`src/rtl/pipe_entry_arbiter.sv`:
```
// Round-robin 2:1 arbiter feeding the entry stage of the async stage_control pipeline.
// Both requesters and the downstream stage use a 4-phase valid/ack handshake.
module pipe_entry_arbiter #(
    parameter int DATA_W  = 8,
    parameter int TIMEOUT = 255
) (
    input  logic              clk,
    input  logic              rst_n,
    input  logic              req0,
    input  logic [DATA_W-1:0] data0,
    output logic              ack0,
    input  logic              req1,
    input  logic [DATA_W-1:0] data1,
    output logic              ack1,
    output logic              valid_out,
    output logic [DATA_W-1:0] data_out,
    input  logic              ack_in,
    output logic [1:0]        grant,
    output logic              busy,
    output logic              err_timeout
);

    localparam logic [1:0] ST_IDLE = 2'd0;
    localparam logic [1:0] ST_SEND = 2'd1;
    localparam logic [1:0] ST_HOLD = 2'd2;
    localparam logic [1:0] ST_RTZ  = 2'd3;

    localparam logic [15:0] WDOG_LIMIT = 16'(TIMEOUT);

    logic [1:0]  state;
    logic [15:0] wdog;
    logic [15:0] wdog_inc;
    logic        last_ptr;
    logic        owner;
    logic        pick;
    logic        req_k;

    // pick: side that wins in IDLE; req_k: request line of the current owner
    always_comb begin
        pick     = (req0 && req1) ? ~last_ptr : req1;
        req_k    = owner ? req1 : req0;
        wdog_inc = wdog + 16'd1;
    end

    always_ff @(posedge clk) begin
        if (!rst_n) begin
            state       <= ST_IDLE;
            ack0        <= 1'b0;
            ack1        <= 1'b0;
            valid_out   <= 1'b0;
            data_out    <= '0;
            grant       <= '0;
            busy        <= 1'b0;
            err_timeout <= 1'b0;
            wdog        <= '0;
            last_ptr    <= 1'b1;
            owner       <= 1'b0;
        end else begin
            case (state)
                ST_IDLE: begin
                    if (req0 || req1) begin
                        state     <= ST_SEND;
                        owner     <= pick;
                        last_ptr  <= pick;
                        grant     <= pick ? 2'b10 : 2'b01;
                        data_out  <= pick ? data1 : data0;
                        valid_out <= 1'b1;
                        busy      <= 1'b1;
                        wdog      <= '0;
                    end
                end
                ST_SEND: begin
                    if (ack_in) begin
                        state <= ST_HOLD;
                        wdog  <= '0;
                        if (owner) begin
                            ack1 <= 1'b1;
                        end else begin
                            ack0 <= 1'b1;
                        end
                    end else if (wdog != WDOG_LIMIT) begin
                        // counter saturates at the limit; the flag stays set until reset
                        wdog <= wdog_inc;
                        if (wdog_inc == WDOG_LIMIT) begin
                            err_timeout <= 1'b1;
                        end
                    end
                end
                ST_HOLD: begin
                    if (!req_k) begin
                        state     <= ST_RTZ;
                        valid_out <= 1'b0;
                        ack0      <= 1'b0;
                        ack1      <= 1'b0;
                    end
                end
                ST_RTZ: begin
                    if (!ack_in) begin
                        state <= ST_IDLE;
                        grant <= '0;
                        busy  <= 1'b0;
                    end
                end
                default: begin
                    state <= ST_IDLE;
                end
            endcase
        end
    end

endmodule

```
`config.mk`:
```
export PLATFORM = sky130hd
export DESIGN_NAME = pipe_entry_arbiter
export DESIGN_NICKNAME = d
export VERILOG_FILES = /design/src/rtl/pipe_entry_arbiter.sv
export SDC_FILE = /design/constraint.sdc
export NUM_CORES = 1
export LEC_CHECK = 0
export ABC_CLOCK_PERIOD_IN_PS = 3300
export CAP_MARGIN = 20
export CORE_MARGIN = 3
export CORE_UTILIZATION = 30
export DETAILED_ROUTE_END_ITERATION = 12
export GPL_TIMING_DRIVEN = 0
export SLEW_MARGIN = 20
export SYNTH_ARGS = -nofsm -noshare
export SYNTH_HDL_FRONTEND = slang
export SYNTH_SLANG_ARGS = --single-unit
```
`constraint.sdc`:
```
create_clock -name clk -period 3.3 [get_ports clk]
set_input_delay 0.825 -clock clk [delete_from_list [all_inputs] [get_ports clk]]
set_output_delay 0.825 -clock clk [all_outputs]
set_load 0.005 [all_outputs]
```
# --- Yosys cells after proc, flatten, opt, wreduce, memory -nomap -nowiden ---
# Index checks and enable logic that the tools add are counted.
totals:
  inputBits: 21
  elab_cells: 67
  ff_bits: 35
op_classes:
  n_reduce_logical: 15
  n_bitwise: 2
  mux: 26
  eq_ne: 12
  add_sub_neg: 1
ops:
  columns: ["operator", "count"]
  rows:
  - ["16-bit two-way mux", 3]
  - ["16-bit case mux with 2 select lines", 1]
  - ["16-bit by 1-bit adder with 16-bit output, second input constant", 1]
  - ["16-bit by 8-bit equality test with 1-bit output, second input constant", 1]
  - ["16-bit by 8-bit inequality test with 1-bit output, second input constant", 1]
  - ["4-bit AND reduction", 4]
  - ["2-bit two-way mux", 6]
  - ["2-bit inequality test, second input constant", 6]
  - ["1-bit two-way mux", 9]
  - ["3-bit AND reduction", 3]
  - ["8-bit two-way mux", 1]
  - ["1-bit case mux with 2 select lines", 4]
  - ["2-bit case mux with 4 select lines", 1]
  - ["2-bit nonzero test", 4]
  - ["2-bit equality test, second input constant", 2]
  - ["2-bit case mux with 2 select lines", 1]
  - ["3-bit inequality test, second input constant", 1]
  - ["2-bit by 1-bit equality test with 1-bit output, second input constant", 1]
  - ["2-bit zero test", 1]
  - ["1-bit inverter", 2]
  - ["2-bit AND reduction", 1]
  - ["1-bit logical AND", 1]
  - ["1-bit logical OR", 1]

# --- Logic depth before layout (Yosys ltp) ---
# Gate-level depths: netlist of the first run.
logic_depth:
  depth_word: 5
  mapped_depth: 9
  mapped_depth_nobuf: 7

# --- Worst setup path after synthesis of the first run ---
# OpenSTA, ideal clock, no wires.
synth_path:
  path_type: "in2reg"
  startpoint: "in req1"
  endpoint: "reg state[1]"
  slack_ps: 1400
  setup_time_ps: 128
  path_buffers: 0
  arrival_ps: 1772
  required_time_ps: 3172
  stages: 5
  cell_sequence: "mux2_1 a21oi_1 and3_1 mux2i_1 nor2_1"
synth_via:
  elab_chain_cells: 3
synth_rtl:
  columns: ["element", "line_no", "text"]
  rows:
  - ["from (decl)", "12", "input logic req1,"]
  - ["1-bit two-way mux / 1-bit logical OR (equally long branches)", "41, 61", null]
  - ["2-bit inequality test (no line)", null, null]
  - ["4-bit AND reduction (no line) *", null, null]
  - ["to (signal assigned)", "47", "state <= ST_IDLE;"]
  - ["to (signal assigned)", "62", "state <= ST_SEND;"]
  - ["to (signal assigned)", "74", "state <= ST_HOLD;"]
  - ["to (decl)", "30", "logic [1:0] state;"]
# Every way passes the cells marked *; elsewhere a longest branch is shown, timed or not.
# A chain may end at the register's enable or synchronous reset.

# --- Final worst setup path of the first run ---
layout_path:
  startpoint: "in req0"
  endpoint: "reg wdog[8]"
layout_via:
  elab_chain_cells: 3
layout_rtl:
  columns: ["element", "line_no", "text"]
  rows:
  - ["from (decl)", "9", "input logic req0,"]
  - ["1-bit logical OR", "61", "if (req0 || req1) begin"]
  - ["2-bit inequality test (no line)", null, null]
  - ["3-bit AND reduction (no line)", null, null]
  - ["to (signal assigned)", "83", "wdog <= wdog_inc;"]
  - ["to (decl)", "31", "logic [15:0] wdog;"]
# Every way passes these cells.

==> flow_summary.toml, run 1 <==
[yosys]
yosys.area.top_type_share_pct = 33.2
synth-warning-count = 0
yosysUniqueCellTypes = 55
synth_mux_area_share_pct = 5.34
synth_top_family_by_area = "simple AND/OR/NAND/NOR gates"
synth.area.top_cells = "dfxtp_1, nor2_1, a21oi_1"
synth_edf_count = 0
yosysTopAreaCell = "dfxtp_1"
avgSynthCellArea_sq_um = 8.57
async_flop_share_pct = 0
synth-seq-area-share_pct = 33.2
synth_fp_nets = 273
synthAdderAreaFrac_pct = 3.56
synth-compound-area-share_pct = 22.2
netlist_area_sq_um = 2110
ys_ff_latch = 35
yosys.area_share.xor_xnor_pct = 1.66
synth_cells = 246
synth_flop_cell = "dfxtp_1"
yosys.area_share.simple_pct = 27.2

[run_status]
status = "complete, no violations"

[detailed_routing]
drtIter0Drc = 140
dr.pass1.iters = 4
wl_um = 5240
wl_per_cell_um = 13.7
final_antenna_net_count = 0
via_per_inst = 5.08
drc = 0
vias = 1939

[sta]
min_period_over_period_pct = 70.6
finClkSkew_ns = 0.00501
hold_ws_ns = 0.468
relSlewSlack_pct = 64.7
fin_crit_ns = 2.33
fin_tns_setup_ns = 0
rsz0062_at_grt = "false"
worst_pin_slew_ns = 0.530
clock.fmax_mhz = 429
hold_viol = 0
setup_viol = 0
drv_slew = 0

[worst_setup_path]
worstPathRequired_ns = 3.52
critical_path_class = "primary input to register"
critPathCapture = "wdog[8]$_SDFFE_PN0P_"
r2r-start = "state[0]$_SDFFE_PN0P_"
crit_path_end_kind = "register"
start_kind = "primary input"
reg2reg_slack_ns = 1.21
worstPathArrival_ns = 2.55
r2r_end = "wdog[8]$_SDFFE_PN0P_"
critPathLaunch = "req0"
ff2ff_path_depth = 9
path_max_fanout = 10

[pwr]
power_frac_seq_pct = 37.7
combPwrFrac_pct = 40.6
swShare_pct = 36.5
p_sw_uw = 538
leakage_nw = 0.905
internal_power_uw = 934
clkPwrFrac_pct = 21.7
ir_drop_mv = 0.354
p_per_area_nw_per_um2 = 553
total_power_mw = 1.47

[grt]
antenna_found_initial = 0
grt_usage_pct = 13.3
grt_pass1_wl_um = 9090
grt_pass1_vias = 1900
grt_max_degree = 13
overflow = 0

[placement]
place_inst = 374
hpwl_um = 3780
portBuffers = 35
place_congestion = 0.811

[cts]
numClockSinks = 35
ctsHoldBuffers = 0
cts_resized = 0
clk_latency_ns = 0.29
cts_root_buf = "clkbuf_8"
h-tree-depth = 2
cts_buffer_depth = 2
numCtsBuffers = 5
cts_tree = "built"
post_cts_buffers = 0
clkTransAtPathRegs_ns = 0.08

[hold_path]
min_path_type = "register to register"

[die]
die_width_um = 89.8
initial_core_util_pct = 32.1
rows = 29
die_h_um = 89.8
die_area_sq_um = 8070
core_sq_um = 6570
io_pins = 36

[cells_and_area]
drive_gt1_share_pct = 12.1
fin_nets = 315
n_antenna_cell = 0
finalNonFillerCells = 382
areaGrowthSynthToFinish_pct = 26.3
mostFrequentLayoutCells = "dfxtp_1, clkdlybuf4s50_1, nor2_1, a21oi_1, nand2_1"

[flow_run]
maxCapViolations = 0
cell type report:
type                            count  area [sq um]
Fill cell                         683          3900
Clock inverter                      3          20.0
Multi-Input combinational cell    187          1260
Sequential cell                    35           701
Buffer                             15           109
Timing Repair Buffer               35           350
Inverter                            9          33.8
Tap cell                           93           116
Clock buffer                        5          68.8
per-layer routing:
metal  wire (um)  part of all wire (%)  global-route usage (%)
met5           0                     0                       0
met4          37                  0.71                    2.55
met3         298                   5.7                    5.09
met2        2300                    44                    20.7
met1        2610                    50                    17.7
power groups by stage:
stage	combinational, mW	clock [mW]	sequential (mW)
detailed placement	0.599	0	0.563
finish	0.598	0.319	0.555
global route	0.670	0.348	0.569
CTS	0.602	0.328	0.555
global placement	0.591	0	0.562
floorplan	0.353	0	0.562
how the worst min path moves through the flow:
stage / startpoint / to / depth (start not counted)
after global placement: err_timeout$_SDFFE_PN0P_ / err_timeout$_SDFFE_PN0P_ / 2
after floorplan: err_timeout$_SDFFE_PN0P_ / err_timeout$_SDFFE_PN0P_ / 2
after global routing: err_timeout$_SDFFE_PN0P_ / err_timeout$_SDFFE_PN0P_ / 2
after CTS: err_timeout$_SDFFE_PN0P_ / err_timeout$_SDFFE_PN0P_ / 2
after detailed placement: err_timeout$_SDFFE_PN0P_ / err_timeout$_SDFFE_PN0P_ / 2
final: err_timeout$_SDFFE_PN0P_ / err_timeout$_SDFFE_PN0P_ / 2
metrics by stage:
step / setup slack, ns / area, sq um / utilization, %
after floorplan: 1.40 / 2110 / -
after global placement: 0.701 / 2570 / 39.2
after global routing: 0.849 / 2660 / 40.6
final: 0.969 / 2660 / 40.6
after detailed placement: 0.680 / 2570 / 39.2
after CTS: 0.993 / 2660 / 40.6
registers in the layout (all words and copies together), names as in the netlist:
name,cells
busy,1
owner,1
ack0,1
last_ptr,1
err_timeout,1
grant,2
ack1,1
wdog,16
valid_out,1
data_out,8
state,2
cell usage after synthesis (2+ instances only):
cell	number
or3b_1	2
a21oi_1	22
or3_1	4
nand3b_1	2
nand3_1	2
nor4_2	3
mux2i_1	9
nand4_1	3
xnor2_1	3
buf_6	5
nor2b_1	2
o21ai_0	13
a211oi_1	9
and3_1	5
o22ai_1	2
nor3_1	6
dfxtp_1	35
ha_1	6
nand3_2	4
or4b_1	2
nand2_1	14
and4_1	2
or4_1	2
o221a_1	4
inv_1	9
nor2_1	31
o211ai_1	2
buf_2	3
buf_4	3
a22oi_1	2
clkbuf_1	3
mux2_1	2
o21ai_1	5
a31oi_1	4
cell families after synthesis:
kind of cell / count (synthesis)
flops: 35
buf+inv: 24
xor+xnor: 4
compound gates: 71
fa+ha+maj: 6
simple gates: 95
mux: 11
worst max-delay path: stages:
cell	delay (ns)
clkdlybuf4s50_1	0.60
nor2b_1	0.11
nand2_2	0.16
nand3_2	0.16
buf_6	0.18
or3b_1	0.36
a21oi_1	0.15
No activity file was read; power rests on OpenSTA's default activity.
==> inputs of run 2 (changes only) <==
--- a/config.mk
+++ b/config.mk
@@ -5,7 +5,7 @@
 export SDC_FILE = /design/constraint.sdc
 export NUM_CORES = 1
 export LEC_CHECK = 0
-export ABC_CLOCK_PERIOD_IN_PS = 3300
+export ABC_CLOCK_PERIOD_IN_PS = 2300
 export CAP_MARGIN = 20
 export CORE_MARGIN = 3
 export CORE_UTILIZATION = 30
==> constraint.sdc (replaced) <==
create_clock -name clk -period 2.3 [get_ports clk]
set_input_delay 0.575 -clock clk [delete_from_list [all_inputs] [get_ports clk]]
set_output_delay 0.575 -clock clk [all_outputs]
set_load 0.005 [all_outputs]
==> results of run 2 <==
Same layout as run 1 (identical final DEF). Status: complete, no violations.
Main changes from that run: setup slack after placement 0.680 ns -> -0.0696 ns; setup slack after layout 0.969 ns -> 0.209 ns; start point of the critical path req0 -> state[0]$_SDFFE_PN0P_; register-to-register setup slack 1.21 ns -> 0.21 ns; total power 1.47 mW -> 2.11 mW; worst IR drop on VDD 0.354 mV -> 0.508 mV
